## config.mk

```make
export PLATFORM = sky130hd
export DESIGN_NAME = ex_writeback_rf
export DESIGN_NICKNAME = d
export VERILOG_FILES = /design/src/rtl/ex_writeback_rf.sv
export SDC_FILE = /design/constraint.sdc
export NUM_CORES = 1
export LEC_CHECK = 0
export CAP_MARGIN = 20
export CELL_PAD_IN_SITES_DETAIL_PLACEMENT = 1
export CELL_PAD_IN_SITES_GLOBAL_PLACEMENT = 1
export CORE_ASPECT_RATIO = 1.2
export CORE_UTILIZATION = 30
export CTS_CLUSTER_DIAMETER = 50
export DETAILED_ROUTE_END_ITERATION = 12
export GPL_TIMING_DRIVEN = 0
export PLACE_DENSITY_LB_ADDON = 0.1
export SETUP_SLACK_MARGIN = 0.15
export SYNTH_ARGS = -nofsm -noshare
export SYNTH_HDL_FRONTEND = slang
export SYNTH_SLANG_ARGS = --single-unit
```

## constraint.sdc

```tcl
create_clock -name clk -period 2.5 [get_ports clk]
set_input_delay 0.25 -clock clk [delete_from_list [all_inputs] [get_ports clk]]
set_output_delay 0.25 -clock clk [all_outputs]
set_load 0.05 [all_outputs]
```

## src/rtl/ex_writeback_rf.sv

```systemverilog
// EX/WB pipeline register, architectural carry/zero flags and 8-entry register file with
// conditional commit and write-through bypass. Optional macro R0_ZERO_EN hardwires register 0.
module ex_writeback_rf #(
  parameter int unsigned DATA_W = 16,
  parameter int unsigned NREGS  = 8
) (
  input  logic              clk,
  input  logic              rst_n,
  input  logic              ex_valid,
  input  logic [15:0]       ex_ir,
  input  logic [DATA_W-1:0] ex_alu_out,
  input  logic              ex_carryout,
  input  logic              ex_zeroout,
  input  logic              stall,
  input  logic              flush,
  input  logic [2:0]        rs1_addr,
  input  logic [2:0]        rs2_addr,
  output logic [DATA_W-1:0] rd_data1,
  output logic [DATA_W-1:0] rd_data2,
  output logic              carry_flag,
  output logic              zero_flag,
  output logic              wb_valid,
  output logic              wb_we,
  output logic [2:0]        wb_dest,
  output logic [DATA_W-1:0] wb_data
);

  localparam logic [3:0] OpAddi = 4'b0000;
  localparam logic [3:0] OpAdd  = 4'b0001;
  localparam logic [3:0] OpNand = 4'b0010;

  logic              wb_valid_q;
  logic [15:0]       wb_ir_q;
  logic [DATA_W-1:0] wb_data_q;
  logic              wb_c_q, wb_z_q;
  logic              c_q, c_d, z_q, z_d;
  logic [DATA_W-1:0] rf_q [NREGS];

  logic       capture;
  logic [3:0] op;
  logic [1:0] cc;
  logic       is_addi, is_add, is_nand, write_op;
  logic       cond_met, commit_ok, upd_c, upd_z;
  logic [2:0] dest;
  logic       unused_ir;

  assign capture   = ex_valid & ~stall & ~flush;
  assign unused_ir = ^{wb_ir_q[11:9], wb_ir_q[2]};

  always_comb begin
    op       = wb_ir_q[15:12];
    cc       = wb_ir_q[1:0];
    is_addi  = (op == OpAddi);
    is_add   = (op == OpAdd);
    is_nand  = (op == OpNand);
    write_op = is_addi | is_add | is_nand;
    dest     = is_addi ? wb_ir_q[8:6] : wb_ir_q[5:3];
    // Conditions are judged against architectural flags, never the pending ones.
    cond_met = 1'b1;
    if (is_add || is_nand) begin
      unique case (cc)
        2'b10:   cond_met = c_q;
        2'b01:   cond_met = z_q;
        default: cond_met = 1'b1;
      endcase
    end
    commit_ok = wb_valid_q & write_op & cond_met;
    upd_c     = commit_ok & (is_add | is_addi);
    upd_z     = commit_ok;
  end

  always_comb begin
    wb_we = commit_ok;
`ifdef R0_ZERO_EN
    if (dest == 3'd0) wb_we = 1'b0;
`endif
    c_d = upd_c ? wb_c_q : c_q;
    z_d = upd_z ? wb_z_q : z_q;
  end

  always_comb begin
    rd_data1 = (wb_we && rs1_addr == dest) ? wb_data_q : rf_q[rs1_addr];
    rd_data2 = (wb_we && rs2_addr == dest) ? wb_data_q : rf_q[rs2_addr];
`ifdef R0_ZERO_EN
    if (rs1_addr == 3'd0) rd_data1 = '0;
    if (rs2_addr == 3'd0) rd_data2 = '0;
`endif
    carry_flag = c_d;
    zero_flag  = z_d;
    wb_valid   = wb_valid_q;
    wb_dest    = dest;
    wb_data    = wb_data_q;
  end

  always_ff @(posedge clk or negedge rst_n) begin
    if (!rst_n) begin
      wb_valid_q <= 1'b0;
      wb_ir_q    <= '0;
      wb_data_q  <= '0;
      wb_c_q     <= 1'b0;
      wb_z_q     <= 1'b0;
      c_q        <= 1'b0;
      z_q        <= 1'b0;
      for (int i = 0; i < int'(NREGS); i++) rf_q[i] <= '0;
    end else begin
      wb_valid_q <= capture;
      if (capture) begin
        wb_ir_q   <= ex_ir;
        wb_data_q <= ex_alu_out;
        wb_c_q    <= ex_carryout;
        wb_z_q    <= ex_zeroout;
      end
      c_q <= c_d;
      z_q <= z_d;
      if (wb_we) rf_q[dest] <= wb_data_q;
    end
  end

endmodule

```

; Yosys cells after proc, flatten, opt, wreduce, memory -nomap -nowiden
; Cells that the tools add are included.
[word_totals]
register_bits = 165
input_bits = 45
out_inout_bits = 55
wordCells = 58
[op_classes]
magnitude_cmp = 4
n_eq_ne = 6
muxes = 16
bitwise_logic = 12
reduce_logical = 5
[ops]
columns = operator, n
row1 = $bwmux 128, 1
row2 = $mux 16, 7
row3 = $bmux 16 s3, 2
row4 = $demux 16 s3, 1
row5 = $ge 4x4->1 const B, 3
row6 = $not 3->4, 3
row7 = $eq 3x3->1, 2
row8 = $and 1x1->1, 5
row9 = $eq 4x1->1 const B, 1
row10 = $eq 4x2->1 const B, 1
row11 = $logic_not 4->1, 1
row12 = $lt 4x1->1 const B, 1
row13 = $logic_and 1x1->1, 3
row14 = $mux 1, 3
row15 = $mux 3, 1
row16 = $eq 2x1->1 const B, 1
row17 = $eq 2x2->1 const B, 1
row18 = $not 1->1, 2
row19 = $or 1x1->1, 2
row20 = $pmux 1 s2, 1
row21 = $logic_or 1x1->1, 1

; Depth between registers and ports, before layout
[depth]
ltp_word = 8
depth_mapped = 9
mapped_depth_nobuf = 7

; Worst setup path before layout
; Ideal clock, no wire load.
[synth_timing]
path_kind = register -> register
startpoint = reg wb_ir_q[12]
endpoint = reg rf_q[101] (netlist bit)
setup_ns = 0.125
t_arrival_ns = 2.776
required_ns = 2.375
slack_ns = -0.401
path_stages_with_launch = 7
path_buffers = 1
synth_period_minus_slack_ns = 2.901
path_cell_list = dfrtp_1 > nor4_4 > mux2i_2 > clkinv_2 > nor4_4 > buf_6 > mux2_2
[synth_between]
elab_chain_len = 8
elab_cells_between_ends = 17
classes_between = order compare (2) / eq/ne (2) / mux (5) / bitwise (5) / reduce/logical (3)
[synth_lines]
columns = element, line
row1 = from (decl), 33  ; logic [15:0] wb_ir_q;
row2 = from (signal assigned), 108  ; wb_ir_q <= ex_ir;
row3 = $logic_not 4->1 *, 53  ; is_addi = (op == OpAddi);
row4 = $mux 3 *, 57  ; dest = is_addi ? wb_ir_q[8:6] : wb_ir_q[5:3];
row5 = named net wb_dest[1], 24  ; output logic [2:0] wb_dest,
row6 = $not 3->4 (implied by the code) *, 115  ; if (wb_we) rf_q[dest] <= wb_data_q;
row7 = $ge 4x4->1 (implied by the code) / $lt 4x1->1 (equally long branches), 115
row8 = $logic_and 1x1->1 (implied by the code), 115
row9 = $mux 16 (implied by the code), 115
row10 = $demux 16 s3 *, 115
row11 = $bwmux 128 *, 115
row12 = "to (signal, indexed assignment)", 115
row13 = to (decl), 37  ; logic [DATA_W-1:0] rf_q [NREGS];
; The timed path passes the listed nets; every way through them passes the cells marked *.
; A chain may end at the register's enable or synchronous reset.

; Worst setup path in the final report
[layout_timing]
startpoint = reg wb_ir_q[15]
endpoint = out rd_data1[11]
[layout_between]
elab_chain_len = 7
elab_cells_between_ends = 13
classes_between = eq/ne (3) / mux (3) / bitwise (4) / reduce/logical (3)
[layout_lines]
columns = element, line
row1 = $eq 4x1->1 / $logic_not 4->1 (equally long branches), "54, 53"
row2 = $or 1x1->1 (2 in a row), 56  ; write_op = is_addi | is_add | is_nand;
row3 = $and 1x1->1 (2 in a row), 67  ; commit_ok = wb_valid_q & write_op & cond_met;
row4 = $logic_and 1x1->1 *, 82  ; rd_data1 = (wb_we && rs1_addr == dest) ? wb_data_q : rf_q[rs1_addr];
row5 = $mux 16 *, 82
row6 = to (decl), 18  ; output logic [DATA_W-1:0] rd_data1,
; Every way passes the cells marked *; elsewhere a longest branch is shown, timed or not.

==> results.ini <==
[status]
status=complete, but fails checks
violations=setup timing

[job]
maxCapViolCount=0

[global_route]
antenna_found_initial=0
gr-total-overflow=0
track_usage=0.202
grt_max_degree=101
grt_pass1_wl_mm=43.4
first_global_vias=7006

[timing]
max_freq_mhz=350
period_minus_slack_ps=2860
slew_headroom=0.332
period_share=1.14
hold_violations=0
setup_tns_ps=-20310
finalSetupViolations=144
clock_skew_ps=15.0
final-max-slew-violation-count=0
rsz0062_at_grt=true
finalWorstSetupSlack_ps=-360
tightestPinTransition_ps=1000

[route]
vias=5966
first_pass_iters=5
drt_wl_total_mm=28.6
drt_iter0_drc=267
via_per_inst=5.08
wl_per_cell_microns=24.3
ant_nets=0
drc=0

[clocking]
clock-sinks=161
htree_levels=4
cts-root-buf=clkbuf_16
ctsLongestPathBuffers=2
cts_tree=built
cts.clk_slew.worst_paths_ps=80
insertion_delay_ps=430
cts_made_buffers=17

[logic_synthesis]
yosys-mux-area-fraction=0.416
synthXorXnorAreaFrac=0.00807
synth_edf_count=0
synth_cell_type_count=31
synth_ff_type=dfrtp_1
synth_compound_area_frac=0.0131
ys_ff_latch=161
syn_area_per_cell_sq_um=14.1
syn_nets=662
async_flop_share=1.00
synth_top_family_by_area=multiplexers
syn_area_sq_um=8680
syn_inst=615
synthAdderAreaFrac=0.00288
yosysSeqAreaShare=0.464
synthSimpleGateAreaFrac=0.0622
yosys_warnings=0

[final_layout]
area_delta_synth_final_pct=40.0
fillers=2842
drive_gt1_frac=0.538
layout_common_cells=159 x dfrtp_1, 101 x nand2_1, 96 x mux2_4, 92 x mux2_2, 64 x mux4_2
fin_util=0.432
antenna_cells=0
nets=829
final_common_cell=dfrtp_1
final_cell_count_no_fill=1174

[placed_design]
dp_hpwl_mm=17.8
port_buffers=89
place_inst=1084
gp_congestion=0.736

[worst_setup_path]
critPathBufInv=4
cp_top_family=buffers and inverters
path_common_cell=buf_12
r2r_cells=12
end_kind=output pin
cp-startpoint=wb_ir_q[15]
slowest_stage=dfrtp_1
worstReg2RegStart=wb_ir_q[15]
cp-start-kind=flop
timing.critical_path.arrival_ps=2610
crit_type=flop to output pin
max_stage_delay_ps=410
worst-r2r-setup-slack_ps=-150
path_max_fanout=5
crit_chain=nor4_4 > buf_4 > mux2i_4 > o221a_4 > buf_12 > buf_12 > mux2_4 > buf_6
timing.rr.end=rf_q[105]
required_ps=2250

[floorplan]
dieArea_sq_um=29600
initial_core_util=0.308
ios=100
die_w_microns=157
die-height_microns=188
std_cell_rows=67
coreArea_sq_um=28200

[power]
power.total_w=0.00942
p_per_area_nw_per_um2=775
power_leakage_nw=5.45
peakVddDrop_v=0.000427

[hold_path]
worst_hold_path_type=input port to async pin

## metal layers
metal / global-route usage / wire (microns)
met1: 0.237 / 11700
met2: 0.368 / 15200
met3: 0.0297 / 836
met4: 0.0751 / 890
met5: 0 / 0
## logic make-up after synthesis
group                    Yosys count
flip-flops                       161
adder cells (fa/ha/maj)            2
AND/OR/NAND/NOR                  113
buffers and inverters             63
AO/OA/AOI/OAI                     13
multiplexers                     255
XOR/XNOR                           8
## worst max path at each step
stage / slack (ps) / cells past startpoint / to
final: -360 / 8 / rd_data1[11]
after floorplan: -270 / 6 / rf_q[37]
after global routing: -440 / 8 / rd_data1[9]
after CTS: -380 / 8 / rd_data1[11]
after global placement: -5670 / 1 / rf_q[68]
after detailed placement: -1310 / 8 / rd_data1[9]
## cells in the mapped netlist, drive strengths merged (4+ instances only)
cell / count / area share
mux2: 188 / 0.24
inv: 6 / 0.0026
nand2: 102 / 0.044
xnor2: 4 / 0.0040
mux4: 64 / 0.17
xor2: 4 / 0.0040
buf: 22 / 0.016
nor4: 5 / 0.012
dfrtp: 161 / 0.46
clkbuf: 32 / 0.014
## layout make-up
cell class	count	area, sq um	share of cell area
flip-flops and latches	161	4030	0.332
repair buffers	148	1740	0.143
clock inverters	15	173	0.0142
inverters	9	48.8	0.00401
multi-input cells	391	4820	0.397
plain buffers	54	445	0.0366
well taps	379	474	0.0390
clock buffers	17	425	0.0350
## worst reg2reg max path, cell delays in order (launching register included)
cell,delay (ps)
dfrtp_1,410
nor4_4,330
buf_6,170
buf_6,90
buf_6,80
buf_6,110
mux2i_4,290
clkinv_4,110
buf_12,140
nor4_4,140
buf_6,190
clkbuf_16,180
mux2_4,300
## report_power, final
part | internal (W) | total (W) | switching [W]
Combinational | 0.00162 | 0.00321 | 0.00160
Sequential | 0.00310 | 0.00350 | 0.000401
Clock | 0.00150 | 0.00271 | 0.00120
## state kept, by name, indices dropped and copies added (netlist names)
name	count
wb_ir_q	12
wb_z_q	1
rf_q	128
wb_data	16
c_q	1
wb_valid	1
z_q	1
wb_c_q	1
## metrics by stage
| stage | hold WS, ps | cell area, sq um | worst slack (ps) |
|---|---|---|---|
| floorplan | -45.6 | 8910 | -274 |
| global placement | 490 | 10300 | -5670 |
| detailed placement | 245 | 10300 | -1310 |
| CTS | 370 | 11800 | -376 |
| global route | 418 | 12200 | -439 |
| finish | 375 | 12200 | -360 |
## repair_timing
| item | 4_1_cts | 5_1_grt |
|---|---|---|
| pin swaps | 9 | 8 |
| gates cloned | 6 | 2 |
| hold buffers | 1 | 0 |
| buffers inserted | 41 | 8 |
| endpoints found under the hold margin | 61 | 0 |
| endpoints found under the setup margin | 186 | 166 |
| resized for setup | 368 | 62 |
No activity file was read; power rests on OpenSTA's default activity.
